## config.mk

```make
export PLATFORM = sky130hd
export DESIGN_NAME = nand_apb_seq
export DESIGN_NICKNAME = d
export VERILOG_FILES = /design/src/rtl/nand_apb_pkg.sv /design/src/rtl/nand_apb_xfer.sv /design/src/rtl/nand_apb_seq.sv
export SDC_FILE = /design/constraint.sdc
export NUM_CORES = 1
export LEC_CHECK = 0
export CORE_ASPECT_RATIO = 1.75
export CORE_MARGIN = 2
export CORE_UTILIZATION = 44
export DETAILED_ROUTE_END_ITERATION = 6
export HOLD_SLACK_MARGIN = 0.12
export MAX_ROUTING_LAYER = met4
export PLACE_DENSITY_LB_ADDON = 0.2
export SYNTH_ARGS = -nofsm -noshare
export SYNTH_HDL_FRONTEND = slang
export SYNTH_SLANG_ARGS = --single-unit
```

## constraint.sdc

```tcl
create_clock -name PCLK -period 3.74 [get_ports PCLK]
set_clock_uncertainty 0.1 [all_clocks]
set_input_delay 1.122 -clock PCLK [delete_from_list [all_inputs] [get_ports PCLK]]
set_output_delay 1.122 -clock PCLK [all_outputs]
set_load 0.03 [all_outputs]
```

## src/rtl/nand_apb_pkg.sv

```systemverilog
// Shared register map, busy bit and state encodings for the NAND APB job sequencer.
package nand_apb_pkg;
  localparam logic [15:0] ADDR_DATA   = 16'h0000;
  localparam logic [15:0] ADDR_CMD    = 16'h0004;
  localparam logic [15:0] ADDR_STATUS = 16'h000C;
  localparam int          BUSY_BIT    = 0;

  typedef enum logic [2:0] {
    S_IDLE, S_WR_DATA, S_WR_CMD, S_SETTLE, S_POLL, S_RD_DATA, S_PUSH, S_FIN
  } seq_state_e;

  typedef enum logic [1:0] {X_IDLE, X_SETUP, X_ACCESS} xfer_state_e;

  typedef struct packed {
    logic [15:0] addr;
    logic        write;
    logic [31:0] wdata;
  } xfer_req_t;

  function automatic logic [31:0] pad_byte(input logic [7:0] b);
    return {24'h0, b};
  endfunction
endpackage

```

## src/rtl/nand_apb_xfer.sv

```systemverilog
// Single APB transfer engine: latches a request on start, runs SETUP then ACCESS until PREADY.
module nand_apb_xfer
  import nand_apb_pkg::*;
(
  input  logic        clk_i,
  input  logic        rst_i,
  input  logic        start_i,
  input  logic [15:0] addr_i,
  input  logic        write_i,
  input  logic [31:0] wdata_i,
  output logic        busy_o,
  output logic        cmplt_o,
  output logic [31:0] rdata_o,
  output logic        slverr_o,
  output logic [15:0] paddr_o,
  output logic        psel_o,
  output logic        penable_o,
  output logic        pwrite_o,
  output logic [31:0] pwdata_o,
  input  logic [31:0] prdata_i,
  input  logic        pready_i,
  input  logic        pslverr_i
);
  xfer_state_e xs_q, xs_d;
  xfer_req_t   req_q, req_d;

  always_ff @(posedge clk_i or posedge rst_i) begin
    if (rst_i) begin
      xs_q  <= X_IDLE;
      req_q <= '0;
    end else begin
      xs_q  <= xs_d;
      req_q <= req_d;
    end
  end

  always_comb begin
    xs_d  = xs_q;
    req_d = req_q;
    unique case (xs_q)
      X_IDLE: if (start_i) begin
        xs_d        = X_SETUP;
        req_d.addr  = addr_i;
        req_d.write = write_i;
        req_d.wdata = wdata_i;
      end
      X_SETUP:  xs_d = X_ACCESS;
      X_ACCESS: if (pready_i) xs_d = X_IDLE;
      default:  xs_d = X_IDLE;
    endcase
  end

  // Bus outputs decode straight from registered state so reset drops PSEL immediately.
  assign busy_o    = (xs_q != X_IDLE);
  assign psel_o    = (xs_q != X_IDLE);
  assign penable_o = (xs_q == X_ACCESS);
  assign paddr_o   = req_q.addr;
  assign pwrite_o  = req_q.write;
  assign pwdata_o  = req_q.wdata;
  assign cmplt_o   = penable_o & pready_i;
  assign rdata_o   = prdata_i;
  assign slverr_o  = cmplt_o & pslverr_i;
endmodule

```

## src/rtl/nand_apb_seq.sv

```systemverilog
// NAND controller job sequencer: DATA/CMD writes, settle, STATUS polling, DATA read-out
// into a valid/ready byte stream, with done/err completion pulses.
module nand_apb_seq
  import nand_apb_pkg::*;
#(
  parameter int POLL_LIMIT = 1024,
  parameter int SETTLE_CYC = 4
) (
  input  logic        PCLK,
  input  logic        PRESET,
  input  logic        job_valid,
  output logic        job_ready,
  input  logic        job_wr,
  input  logic [7:0]  job_wdata,
  input  logic [7:0]  job_cmd,
  input  logic [15:0] job_rd_len,
  output logic [15:0] PADDR,
  output logic        PSEL,
  output logic        PENABLE,
  output logic        PWRITE,
  output logic [31:0] PWDATA,
  input  logic [31:0] PRDATA,
  input  logic        PREADY,
  input  logic        PSLVERR,
  output logic        rd_valid,
  output logic [7:0]  rd_data,
  input  logic        rd_ready,
  output logic        done,
  output logic        err
);
  localparam int              PW          = $clog2(POLL_LIMIT + 1);
  localparam logic [PW-1:0]   POLL_LAST   = PW'(POLL_LIMIT - 1);
  localparam logic [15:0]     SETTLE_LAST = (SETTLE_CYC > 0) ? 16'(SETTLE_CYC - 1) : 16'd0;

  seq_state_e    state_q, state_d;
  logic [7:0]    cmd_q, cmd_d;
  logic [15:0]   rem_q, rem_d;
  logic [PW-1:0] poll_q, poll_d;
  logic [15:0]   cnt_q, cnt_d;
  logic          err_q, err_d;
  logic [7:0]    rdd_q, rdd_d;

  logic          x_start, x_write, x_busy, x_cmplt, x_slverr;
  logic [15:0]   x_addr;
  logic [31:0]   x_wdata, x_rdata;
  logic          unused_rdata;

  assign unused_rdata = ^x_rdata[31:8];

  nand_apb_xfer u_xfer (
    .clk_i    (PCLK),
    .rst_i    (PRESET),
    .start_i  (x_start),
    .addr_i   (x_addr),
    .write_i  (x_write),
    .wdata_i  (x_wdata),
    .busy_o   (x_busy),
    .cmplt_o  (x_cmplt),
    .rdata_o  (x_rdata),
    .slverr_o (x_slverr),
    .paddr_o  (PADDR),
    .psel_o   (PSEL),
    .penable_o(PENABLE),
    .pwrite_o (PWRITE),
    .pwdata_o (PWDATA),
    .prdata_i (PRDATA),
    .pready_i (PREADY),
    .pslverr_i(PSLVERR)
  );

  always_ff @(posedge PCLK or posedge PRESET) begin
    if (PRESET) begin
      state_q <= S_IDLE;
      cmd_q   <= '0;
      rem_q   <= '0;
      poll_q  <= '0;
      cnt_q   <= '0;
      err_q   <= 1'b0;
      rdd_q   <= '0;
    end else begin
      state_q <= state_d;
      cmd_q   <= cmd_d;
      rem_q   <= rem_d;
      poll_q  <= poll_d;
      cnt_q   <= cnt_d;
      err_q   <= err_d;
      rdd_q   <= rdd_d;
    end
  end

  // A transfer state issues start whenever the engine is idle; the engine's idle cycle after
  // each completion provides the mandatory bus gap. IDLE issues the first write on accept.
  always_comb begin
    state_d = state_q;
    cmd_d   = cmd_q;
    rem_d   = rem_q;
    poll_d  = poll_q;
    cnt_d   = cnt_q;
    err_d   = err_q;
    rdd_d   = rdd_q;
    x_start = 1'b0;
    x_addr  = ADDR_CMD;
    x_write = 1'b0;
    x_wdata = '0;
    unique case (state_q)
      S_IDLE: if (job_valid) begin
        x_start = 1'b1;
        x_write = 1'b1;
        x_addr  = job_wr ? ADDR_DATA : ADDR_CMD;
        x_wdata = pad_byte(job_wr ? job_wdata : job_cmd);
        cmd_d   = job_cmd;
        rem_d   = job_rd_len;
        poll_d  = '0;
        cnt_d   = '0;
        err_d   = 1'b0;
        state_d = job_wr ? S_WR_DATA : S_WR_CMD;
      end
      S_WR_DATA: if (x_cmplt) state_d = S_WR_CMD;
      S_WR_CMD: begin
        x_start = !x_busy;
        x_write = 1'b1;
        x_addr  = ADDR_CMD;
        x_wdata = pad_byte(cmd_q);
        if (x_cmplt) state_d = S_SETTLE;
      end
      S_SETTLE: begin
        cnt_d = cnt_q + 16'd1;
        if (cnt_q >= SETTLE_LAST) state_d = S_POLL;
      end
      S_POLL: begin
        x_start = !x_busy;
        x_addr  = ADDR_STATUS;
        if (x_cmplt) begin
          poll_d = poll_q + PW'(1);
          if (x_rdata[BUSY_BIT]) begin
            if (poll_q == POLL_LAST) begin
              err_d   = 1'b1;
              state_d = S_FIN;
            end
          end else begin
            state_d = (rem_q != 16'd0) ? S_RD_DATA : S_FIN;
          end
        end
      end
      S_RD_DATA: begin
        x_start = !x_busy;
        x_addr  = ADDR_DATA;
        if (x_cmplt) begin
          rdd_d   = x_rdata[7:0];
          state_d = S_PUSH;
        end
      end
      S_PUSH: if (rd_ready) begin
        rem_d   = rem_q - 16'd1;
        state_d = (rem_q == 16'd1) ? S_FIN : S_RD_DATA;
      end
      S_FIN:   state_d = S_IDLE;
      default: state_d = S_IDLE;
    endcase
    // Slave error on any transfer aborts the job regardless of phase.
    if (x_slverr) begin
      err_d   = 1'b1;
      state_d = S_FIN;
    end
  end

  assign job_ready = (state_q == S_IDLE) & ~PRESET;
  assign rd_valid  = (state_q == S_PUSH);
  assign rd_data   = rdd_q;
  assign done      = (state_q == S_FIN);
  assign err       = done & err_q;
endmodule

```

# Word level (Yosys, flattened, before mapping)
# Cells that the tools add are included.
[totals]
ff_bits = 114
out_inout_bits = 63
mem_bits_ro = 0
n_memories = 0
mem_bits_rw = 0
latch_bits = 0
elab_cells = 105
[classes]
muxes = 40
bitwise = 5
reduce_logical = 19
shifts = 0
addsub = 3
n_mul = 0
n_eq_ne = 26
order_cmp = 1
div_mod_pow = 0
[op_table]
columns = ["operator", "count"]
rows = [
  ["16-bit case mux with 2 select lines", 2],
  ["16-bit two-way mux", 3],
  ["3-bit two-way mux", 12],
  ["3-bit case mux with 8 select lines", 1],
  ["11-bit two-way mux", 2],
  ["11-bit case mux with 2 select lines", 1],
  ["16-bit by 1-bit adder with 16-bit output (second input constant)", 1],
  ["16-bit by 1-bit == test with 1-bit output (second input constant)", 1],
  ["16-bit by 2-bit greater-or-equal comparator with 1-bit output (second input constant)", 1],
  ["8-bit two-way mux", 2],
  ["8-bit case mux with 2 select lines", 1],
  ["16-bit nonzero test", 1],
  ["16-bit by 1-bit subtractor with 16-bit output (second input constant)", 1],
  ["3-bit by 1-bit != test with 1-bit output (second input constant)", 5],
  ["3-bit == test (second input constant)", 4],
  ["3-bit by 2-bit != test with 1-bit output (second input constant)", 4],
  ["4-bit case mux with 3 select lines", 1],
  ["11-bit by 1-bit adder with 11-bit output (second input constant)", 1],
  ["11-bit by 10-bit == test with 1-bit output (second input constant)", 1],
  ["2-bit two-way mux", 5],
  ["2-bit AND reduction", 5],
  ["8-bit AND reduction", 1],
  ["2-bit nonzero test", 4],
  ["3-bit by 2-bit == test with 1-bit output (second input constant)", 2],
  ["18 further kinds", 32],
]

# Longest topological paths before layout
[logic_depth]
ltp_word = 6
depth_mapped = 8
mapped_depth_nobuf = 7

# Cells and area by module
# A second synthesis with hierarchy kept.
[hier_totals]
hier_cells = 555
area_unflattened_um2 = 5814.3
[by_module_without_submodules]
columns = ["module", "cells_each", "n_inst", "area_each_um2", "seq_area_each_um2"]
rows = [
  ["nand_apb_seq", 409, 1, 3618.5, 1576.5],
  ["nand_apb_xfer", 146, 1, 2195.9, 1276.2],
]

# Worst setup path before layout
# Ideal clock, no wire load.
[synth_path]
path_type = "input to output"
start = "input PRESET"
end = "output job_ready"
stages = 1
setup_slack_ps = 495
arrival_time_ps = 2023
path_buffers = 0
required_ps = 2518
path_cell_list = "nor4_1"
[synth_between]
elab_chain_cells = 2
[synth_rtl]
columns = ["element", "line_no", "source"]
rows = [
  ["start, declared", "nand_apb_seq.sv:10", "input logic PRESET,"],
  ["1-bit inverter", "nand_apb_seq.sv:167", "assign job_ready = (state_q == S_IDLE) & ~PRESET;"],
  ["1-bit AND", "nand_apb_seq.sv:167", ""],
  ["end, declared", "nand_apb_seq.sv:12", "output logic job_ready,"],
]
# No other way between the ends.

# Worst setup path in the final report
# Same ends and word-level chain as after synthesis.

==> summary.md <==
| Metric | Value |
|---|---|
| Status | finished, final reports clean |
| Commonest cells after routing, fill and taps aside | dfrtp_1, clkdlybuf4s50_1, nand2_1 |
| Worst R2R Start | state_q[1] |
| DRC viols | 0 |
| Reg-to-reg endpoint | cnt_q[15] |
| Drt initial violations | 240 |
| EDFF count, synth | 0 |
| Num rows | 48 |
| CP max stage delay | 430 ps |
| Startpoint types | input pin |
| H-tree lvl count | 3 |
| Top Family by Delay on Critical Path | buffers and inverters |
| Class of the worst hold path | flop to flop |
| Setup tns final | 0 ps |
| Initial Util | 44.9% |
| Synth warnings | 0 |
| Critical-path maximum fanout | 2 |
| Most used DFF post-synth | dfrtp_1 |
| Fin crit period | 3180 ps |
| Worst-Margin Slew | 659 ps |
| GRT Util Overall | 20.5% |
| Tcrit/Tclk final | 85.1% |
| Synth top area share | 43.3% |
| Max cap viols | 0 |
| PwrDens | 737 mW/mm2 |
| Antenna violations before repair | 0 |
| WP buf/inv | 2 |
| Root buf cell | clkbuf_16 |
| Via Count | 3658 |
| Final Power | 3.96 mW |
| CTS sink count | 76 |
| Hold Vio Cnt, Final | 0 |
| Hold bufs inserted after CTS | 0 |
| Routed Antenna Nets | 0 |
| CTS max path bufs | 2 |
| Worst setup path start | PRESET |
| Crit end category | output pin |
| DP Wirelength | 7.41 mm |
| P_leak | 2.35 nW |
| Setup violators final | 0 |
| Avg WL per Cell | 14.9 um |
| Largest area contributor in the netlist | dfrtp_1 |
| DIE HEIGHT | 136 um |
| Largest net degree at the start of global routing | 33 |
| Layout cell share with drive strength beyond 1 | 9.30% |
| I/O pin count | 134 |
| Worst path slowest cell | clkdlybuf4s50_1 |
| Gate Count Post-Synth | 488 |
| Nets | 632 |
| Worst Setup EP | job_ready |
| Top post-synthesis cells by area | dfrtp_1, buf_4, nand2_1 |
| Layout area overhead | 22.2% |
| CTS resizes | 0 |
| CP Data Arrival Time | 1960 ps |
| GRT overflow | 0 |
| Seq cells post-synth | 76 |
| Gpl congestion | 0.887 |
| Worst reg2reg setup slack | 1350 ps |
| Ys async rst share | 100% |
| R2R depth | 6 |
| CP required | 2520 ps |
| Post-CTS setup buffers | 0 |
| Port Buf Inserts | 71 |
| Synthesized cell area | 0.00439 mm2 |
| Max transition margin | 56.1% |
| Core Area | 0.00979 mm2 |
| Number of global-route vias before repair | 3584 |
| Via/cell ratio | 5.35 |
| Final core occ | 54.9% |
| Reg clk slew, reported paths | 50 ps |
| Final Max Slew Viols | 0 |
| TritonCTS Buffers | 9 |
| First-pass GRT wire length | 17.0 mm |
| Final-layout fill cell count | 910 |
| CP Depth | 3 |
| Maximum clock rate | 314 MHz |
| Kind of critical path | input pin to output pin |
| TritonCTS clock tree | yes |
| Final wirelength | 10.2 mm |
| Antenna Cells | 0 |
| Maximum vdd drop | 325 uV |
| Die area | 0.0108 mm2 |
| RSZ-0062 raised after global routing | no |
| Clk_lat worst skew | 330 ps |
| Netlist cell types | 61 |
| Die Span X | 79.5 um |
| Leading cell type in the layout, fill and taps excluded | dfrtp_1 |
| Syn avg cell area | 9.00 um2 |
| DRT Pass-1 Iters | 4 |
| Sequential cell area fraction in the yosys report | 43.3% |
| Cell chain of the critical path | clkdlybuf4s50_1 -> nor4_1 -> buf_4 |
[how the worst min path moves through the flow]
stage,start,to,cells after the start
2_1_floorplan,cnt_q[15],cnt_q[15],1
3_3_place_gp,cmd_q[3],cmd_q[3],2
3_5_place_dp,cmd_q[7],cmd_q[7],2
4_1_cts,cmd_q[7],cmd_q[7],2
5_1_grt,cmd_q[3],cmd_q[3],2
6_report,cmd_q[7],cmd_q[7],2
[stage by stage]
step	worst slack (ps)	cell area [um2]	std cells	hold WS, ps
finish	558	5370	684	373
global route	525	5370	684	396
floorplan	495	4530	525	343
global placement	557	5100	670	361
detailed placement	576	5100	670	362
CTS	564	5370	684	376
[power breakdown]
part / switching [mW] / internal (mW) / leakage [nW] / total, mW
registers: 0.243 / 1.12 / 0.981 / 1.36
clock network: 0.311 / 0.507 / 0.135 / 0.817
logic: 1.07 / 0.712 / 1.24 / 1.78
total: 1.62 / 2.34 / 2.35 / 3.96
[synth_stat cells, types with 3 or more instances]
library cell  number
a31oi_1            3
buf_2             10
nor2b_1            5
nor3b_1            3
ha_1               5
mux2i_1           14
inv_1              8
buf_4             38
a21oi_1           28
o21ai_0           42
nand4_1           11
and3_1             7
dfrtp_1           76
clkbuf_1          12
nand3_1           27
nor4_1             5
nor2_1            43
xnor2_1            4
o22ai_1            5
nand2_1           61
mux2_2             9
a22oi_1            4
nor3_1             8
or3_1              4
xor2_1             7
o211ai_1           3
[area by class of cell]
class	count	area [um2]	area share [%]
multi-input cells	380	2220	41.3
well taps	125	156	2.91
repair buffers	81	793	14.8
clock buffers	11	233	4.33
flip-flops and latches	76	1900	35.4
inverters	8	30.0	0.559
clock inverters	3	40.0	0.746
[metal layers]
metal | up-vias | part of all wire [%] | GRT usage, %
li1 | 1797 | - | -
met1 | 1741 | 40 | 23.9
met2 | 102 | 53 | 33.8
met3 | 18 | 4.6 | 4.58
met4 | 0 | 2.6 | 8.91
met5 | - | 0 | -
[state kept, by name, summed over array words and instances (netlist names)]
name	flops
cnt_q	16
rem_q	16
poll_q	11
cmd_q	8
rd_data	8
u_xfer.pwdata_o	8
state_q	3
u_xfer.paddr_o	2
u_xfer.xs_q	2
err_q	1
u_xfer.pwrite_o	1
[worst min-delay path: stages, from the launching register on]
cell	delay (ps)
dfrtp_1	340
nand2_1	50
nand2_1	50
[logic make-up (layout without fill, tap and decap cells)]
group / Yosys count / after routing / synth area share (%)
AND/OR/NAND/NOR: 193 / 193 / 22.7
AO/OA/AOI/OAI: 110 / 110 / 15.4
flip-flops: 76 / 76 / 43.3
buffers and inverters: 69 / 103 / 9.43
multiplexers: 23 / 23 / 5.50
XOR/XNOR: 11 / 11 / 2.19
adder cells (fa/ha/maj): 5 / 5 / 1.42
other: 1 / 38 / 0.0854
(Power assumes the default switching activity.)
